==> src/rtl/rca_seq_ctrl.sv <==
// Wide adder sequencer: adds two 4*NIBBLES-bit operands one nibble per clock,
// LSB first, through a single external 4-bit ripple-carry adder slice.
module rca_seq_ctrl #(
    parameter int NIBBLES = 4
) (
    input  logic                   clk,
    input  logic                   rst,
    input  logic                   start,
    input  logic [4*NIBBLES-1:0]   op_a,
    input  logic [4*NIBBLES-1:0]   op_b,
    input  logic                   cin,
    output logic                   busy,
    output logic                   done,
    output logic [4*NIBBLES-1:0]   result,
    output logic                   cout_out,
    output logic [3:0]             add_a,
    output logic [3:0]             add_b,
    output logic                   add_cin,
    input  logic [3:0]             add_sum,
    input  logic                   add_cout
);

    localparam int W     = 4 * NIBBLES;
    localparam int IDX_W = (NIBBLES > 1) ? $clog2(NIBBLES) : 1;
    localparam logic [IDX_W-1:0] LAST_IDX = IDX_W'(NIBBLES - 1);

    typedef enum logic [1:0] {
        IDLE,
        RUN,
        DONE
    } state_t;

    state_t           state;
    logic [IDX_W-1:0] idx;
    logic             carry;
    logic [W-1:0]     opa_q;
    logic [W-1:0]     opb_q;

    // Bit offset of the active nibble; idx*4 built by concatenation.
    logic [IDX_W+1:0] base;
    assign base = {idx, 2'b00};

    // NOTE: every signal gets a default at the top of always_comb so no path
    // leaves it unassigned, which would otherwise infer a latch.
    always_comb begin
        add_a   = '0;
        add_b   = '0;
        add_cin = 1'b0;
        if (state == RUN) begin
            add_a   = opa_q[base +: 4];
            add_b   = opb_q[base +: 4];
            add_cin = carry;
        end
    end

    // NOTE: state is updated with non-blocking assignments so every register
    // samples its inputs from before the edge, independent of statement order.
    always_ff @(posedge clk) begin
        if (rst) begin
            state    <= IDLE;
            idx      <= '0;
            carry    <= 1'b0;
            opa_q    <= '0;
            opb_q    <= '0;
            busy     <= 1'b0;
            done     <= 1'b0;
            result   <= '0;
            cout_out <= 1'b0;
        end else begin
            case (state)
                IDLE: begin
                    if (start) begin
                        opa_q  <= op_a;
                        opb_q  <= op_b;
                        carry  <= cin;
                        idx    <= '0;
                        result <= '0;
                        busy   <= 1'b1;
                        state  <= RUN;
                    end
                end
                RUN: begin
                    result[base +: 4] <= add_sum;
                    carry             <= add_cout;
                    if (idx == LAST_IDX) begin
                        cout_out <= add_cout;
                        busy     <= 1'b0;
                        done     <= 1'b1;
                        state    <= DONE;
                    end else begin
                        idx <= idx + 1'b1;
                    end
                end
                DONE: begin
                    done  <= 1'b0;
                    state <= IDLE;
                end
                default: begin
                    busy  <= 1'b0;
                    done  <= 1'b0;
                    state <= IDLE;
                end
            endcase
        end
    end

endmodule

==> config.mk <==
export PLATFORM = sky130hd
export DESIGN_NAME = rca_seq_ctrl
export DESIGN_NICKNAME = d
export VERILOG_FILES = /design/src/rtl/rca_seq_ctrl.sv
export SDC_FILE = /design/constraint.sdc
export NUM_CORES = 1
export LEC_CHECK = 0
export ABC_AREA = 1
export ABC_CLOCK_PERIOD_IN_PS = 2000
export CORE_ASPECT_RATIO = 1.75
export CORE_MARGIN = 1
export CORE_UTILIZATION = 45
export CTS_CLUSTER_DIAMETER = 120
export DETAILED_ROUTE_END_ITERATION = 16
export PLACE_DENSITY = 0.75
export SLEW_MARGIN = 20
export SYNTH_ARGS = -nofsm -noshare
export SYNTH_HDL_FRONTEND = slang
export SYNTH_SLANG_ARGS = --single-unit
==> constraint.sdc <==
create_clock -name clk -period 2 [get_ports clk]
set_input_delay 0.5 -clock clk [delete_from_list [all_inputs] [get_ports clk]]
set_output_delay 0.5 -clock clk [all_outputs]
set_load 0.01 [all_outputs]
== After elaboration in Yosys (flattened, before gate mapping) ==
Index checks and enable logic that the tools add are counted.
Word-level totals
  flip-flop bits (word level): 56
  input bits: 41
Operators by class
  add/sub/neg operators: 2
  eq/ne operators: 6
  shift-type cells: 4
  mux-type cells: 19
  bitwise gates (word level): 2
  reduce and logical (&&, ||, !) cells: 9
Operators by type and width (number)
  $pmux 16 s2: 1
  $shiftx 16x5->4: 2
  $bwmux 16: 1
  $mux 16: 1
  $shift 4x6->16 const A: 1
  $shiftx 4x6->16: 1
  $reduce_and 2->1: 5
  $mux 2: 4
  $mux 4: 2
  $pmux 2 s2: 2
  $neg 4->6: 1
  $reduce_and 3->1: 2
  $mux 1: 5
  $eq 2x2->1 const B: 2
  $ne 2x2->1 const B: 2
  $pmux 1 s2: 2
  $pmux 1 s3: 1
  $add 2x1->2 const B: 1
  $eq 2x1->1 const B: 1
  $logic_not 2->1: 1
  $ne 2x1->1 const B: 1
  $not 1->1: 2
  $reduce_bool 2->1: 1

== Longest topological paths before layout ==
  depth in word-level cells: 4
  depth in mapped cells: 8

== Worst setup path after synthesis ==
No wires, ideal clock.
  kind: reg-to-output
  start: reg idx[1]
  end: out add_a[3]
  arrival time: 1.012 ns
  data required time: 1.500 ns
  slack: 0.488 ns
  stages on the path, launching flop included: 6
  cells stage by stage: dfxtp_1 buf_2 inv_2 nor2_1 o21ai_0 a21oi_1
On the way
  cells in the longest elaborated chain, start to end: 2
RTL lines
  start: declaration: RTL line 34  | logic [IDX_W-1:0] idx;
  start signal: assignment: RTL line 91  | idx <= idx + 1'b1;
  $shiftx 16x5->4: RTL line 50  | add_a = opa_q[base +: 4];
  $mux 4: RTL line 49  | if (state == RUN) begin
  end: declaration: RTL line 16  | output logic [3:0] add_a,
No other way between the ends.

== Worst setup path after layout ==
  start: reg idx[0]
  end: out add_a[0]
The elaborated chain is that of the path after synthesis.

==> impl_metrics.sql <==
INSERT INTO impl_metrics (metric_group, metric, value, unit) VALUES
('routing', 'vias', '2571', ''),
('place', 'placement.setup.worst_slack', '-32.7', 'ps'),
('setup_path', 'worst_r2r_endpoint', 'result[8]', ''),
('floorplanning', 'io_pins', '69', ''),
('power_and_ir_drop', 'worst_ir_drop_vdd', '0.448', 'mV'),
('setup_path', 'worst-endpoint-arrival', '1470', 'ps'),
('floorplanning', 'chipHeight', '102', 'um'),
('cells_and_area', 'stdcell_count', '522', ''),
('setup_path', 'depth_of_the_worst_register_to_register_path', '8', ''),
('cts', 'post_cts_hold_buffer_count', '0', ''),
('grt', 'grt_start_max_net_pins', '30', ''),
('sta', 'max_slew.worst_pin.slew', '412', 'ps'),
('synth', 'synthArstFlopShare', '0', '%'),
('setup_path', 'critical-path-top-delay-family', 'buffers and inverters', ''),
('setup_path', 'timing.critical_path.to_type', 'primary output', ''),
('cells_and_area', 'commonest_non_fill_non_tap_cells_in_the_layout', '98 x sky130_fd_sc_hd__nor2_1, 59 x sky130_fd_sc_hd__clkdlybuf4s50_1, 53 x sky130_fd_sc_hd__dfxtp_1, 51 x sky130_fd_sc_hd__nand2_1', ''),
('cells_and_area', 'most_common_library_cell_in_the_layout_ignoring_fill_and_taps', 'sky130_fd_sc_hd__nor2_1', ''),
('setup_path', 'cp_cell_sequence', 'clkinvlp_4 -> buf_4 -> o21ai_1 -> a21oi_2 -> clkdlybuf4s15_2', ''),
('setup_path', 'setup.reg_to_reg.worst_slack', '170', 'ps'),
('flow_run', 'drv_cap', '0', ''),
('synth', 'post_synth_inst_count', '368', ''),
('routing', 'drt_iter0_markers', '48', ''),
('cts', 'clk_path_buf_depth', '2', ''),
('floorplanning', 'floorplan.initialDensity', '46.2', '%'),
('floorplanning', 'die_width', '59.0', 'um'),
('cells_and_area', 'finalCoreUtilization', '63.3', '%'),
('synth', 'synth_seq_cells', '56', ''),
('cts', 'cts.root.buffer_cell', 'sky130_fd_sc_hd__clkbuf_8', ''),
('sta', 'finalWorstSetupSlack', '30.4', 'ps'),
('place', 'placed_cells', '512', ''),
('grt', 'antenna_violations_before_repair', '0', ''),
('run_status', 'status', 'completed', ''),
('cts', 'htreeDepth', '2', ''),
('cts', 'cts_tree', 'built', ''),
('cts', 'worst_skew_pair.late_latency', '310', 'ps'),
('cts', 'cts_buffers', '5', ''),
('synth', 'synth_edf_count', '0', ''),
('sta', 'setup_repair_after_global_routing_missed_its_margin', 'yes', ''),
('synth', 'syn_avg_cell_area', '6.96', 'sq um'),
('synth', 'synth_warnings', '0', ''),
('sta', 'final-hold-violation-count', '0', ''),
('cells_and_area', 'antenna_cells', '0', ''),
('setup_path', 'worst_ep_required_time', '1500', 'ps'),
('setup_path', 'worst_setup_path_startpoint', 'idx[0]', ''),
('routing', 'detail-route-antenna-nets', '0', ''),
('floorplanning', 'die_outline_area', '0.00601', 'sq mm'),
('synth', 'synth.yosys.seq_area_share', '43.8', '%'),
('cts', 'cts.sink_count', '56', ''),
('sta', 'setup_viol', '0', ''),
('synth', 'main_synth_ff_type', 'sky130_fd_sc_hd__dfxtp_1', ''),
('cells_and_area', 'flow.area_growth_from_synthesis', '37.0', '%'),
('grt', 'grt-ovfl-total', '0', ''),
('power_and_ir_drop', 'powerDensity', '720', 'mW/mm^2'),
('power_and_ir_drop', 'p_leak', '1.48', 'nW'),
('floorplanning', 'core.rowCount', '36', ''),
('setup_path', 'slowest_stage', 'sky130_fd_sc_hd__dfxtp_4', ''),
('sta', 'fmax', '0.508', 'GHz'),
('hold_path', 'worstHoldPathCells', '2', ''),
('floorplanning', 'core_area', '0.00554', 'sq mm'),
('setup_path', 'regToRegStartpoint', 'idx[0]', ''),
('hold_path', 'hold_class', 'flip-flop to flip-flop', ''),
('sta', 'period_utilization_post_route', '98.5', '%'),
('sta', 'post_route_clock_skew', '4.02', 'ps'),
('synth', 'yosysUniqueCellTypes', '18', ''),
('setup_path', 'critical-path-max-stage-delay', '400', 'ps'),
('sta', 'final_critical_delay_including_setup_and_external_delays', '1970', 'ps'),
('setup_path', 'critical_path_peak_fanout', '6', ''),
('cells_and_area', 'final_net_count', '492', ''),
('setup_path', 'path_depth', '5', ''),
('place', 'gp_weighted_congestion', '0.876', ''),
('synth', 'post_synth_instance_area', '0.00256', 'sq mm');
[worst register-to-register path: stages (launching register included)]
cell and delay, ps:
sky130_fd_sc_hd__dfxtp_4 400, sky130_fd_sc_hd__clkinvlp_4 130, sky130_fd_sc_hd__buf_4 170, sky130_fd_sc_hd__buf_4 170, sky130_fd_sc_hd__ha_1 370, sky130_fd_sc_hd__nand3_1 120
sky130_fd_sc_hd__nor2_1 200, sky130_fd_sc_hd__nand2_1 80, sky130_fd_sc_hd__a21oi_1 140
[stage by stage]
step / total power [mW] / hold slack (ps) / TNS [ps] / instance area, sq um
6_report: 2.53 / 462 / 0 / 3510
3_3_place_gp: 1.74 / 445 / -21.0 / 3370
5_1_grt: 2.64 / 481 / -51.9 / 3510
4_1_cts: 2.54 / 461 / -5.31 / 3530
3_5_place_dp: 1.75 / 447 / -77.6 / 3370
2_1_floorplan: 1.53 / 428 / 0 / 2560
[synth_stat cells, types with 2 or more instances]
| cell | number | area share, % |
|---|---|---|
| sky130_fd_sc_hd__buf_6 | 5 | 2.2 |
| sky130_fd_sc_hd__dfxtp_1 | 56 | 44 |
| sky130_fd_sc_hd__o21ai_1 | 4 | 0.78 |
| sky130_fd_sc_hd__inv_1 | 22 | 3.2 |
| sky130_fd_sc_hd__o21ai_0 | 36 | 7.0 |
| sky130_fd_sc_hd__inv_2 | 3 | 0.44 |
| sky130_fd_sc_hd__nand2_1 | 52 | 7.6 |
| sky130_fd_sc_hd__buf_4 | 3 | 0.88 |
| sky130_fd_sc_hd__ha_1 | 6 | 2.9 |
| sky130_fd_sc_hd__clkbuf_1 | 5 | 0.73 |
| sky130_fd_sc_hd__buf_2 | 6 | 1.2 |
| sky130_fd_sc_hd__a21oi_1 | 34 | 6.6 |
| sky130_fd_sc_hd__o21ai_2 | 2 | 0.68 |
| sky130_fd_sc_hd__nor2_1 | 98 | 14 |
| sky130_fd_sc_hd__nand3_1 | 33 | 6.4 |
[sequential cells by signal, summed over array words and instances (netlist names)]
name / count
cout_out: 1
result: 16
busy: 1
done: 1
state: 2
opb_q: 16
idx: 2
carry: 1
opa_q: 16
[power breakdown]
part	switching (mW)	internal (mW)	total, mW
Clock	0.358	0.442	0.800
Sequential	0.0365	1.18	1.22
Combinational	0.275	0.235	0.510
[per-layer routing]
metal,track usage [%],vias up,wire (um)
met5,0,-,0
met4,9.52,0,133
met3,3.96,12,235
met2,45.0,50,3780
met1,22.9,1179,2430
li1,-,1330,-
[timing repair]
action | 4_1_cts | 5_1_grt
endpoints found under the setup margin | 9 | 9
setup buffers | 2 | 0
gates resized for setup | 24 | 17
cloned | 0 | 0
pin swaps | 0 | 2
[area by class of cell]
type                    instances  area, sq um
multi-input cells             267         1220
flip-flops and latches         56         1130
repair buffers                 90          835
clock inverters                 1         30.0
fillers                       512         2030
inverters                      25         97.6
clock buffers                   7         96.3
well taps                      76         95.1
[kinds of logic after synthesis]
| family | synth area share [%] |
|---|---|
| and+or+nand+nor | 29.3 |
| buffers and inverters | 8.84 |
| AOI/OAI and AO/OA | 15.1 |
| adders and majority gates | 2.93 |
| DFF | 43.8 |
[worst min-delay path by stage]
stage,startpoint,to,slack [ps]
floorplan,opa_q[7],opa_q[7],430
global placement,opb_q[7],opb_q[7],440
detailed placement,opb_q[7],opb_q[7],450
CTS,opb_q[7],opb_q[7],460
global route,opa_q[6],opa_q[6],480
finish,opb_q[7],opb_q[7],460
(Power assumes the default switching activity.)
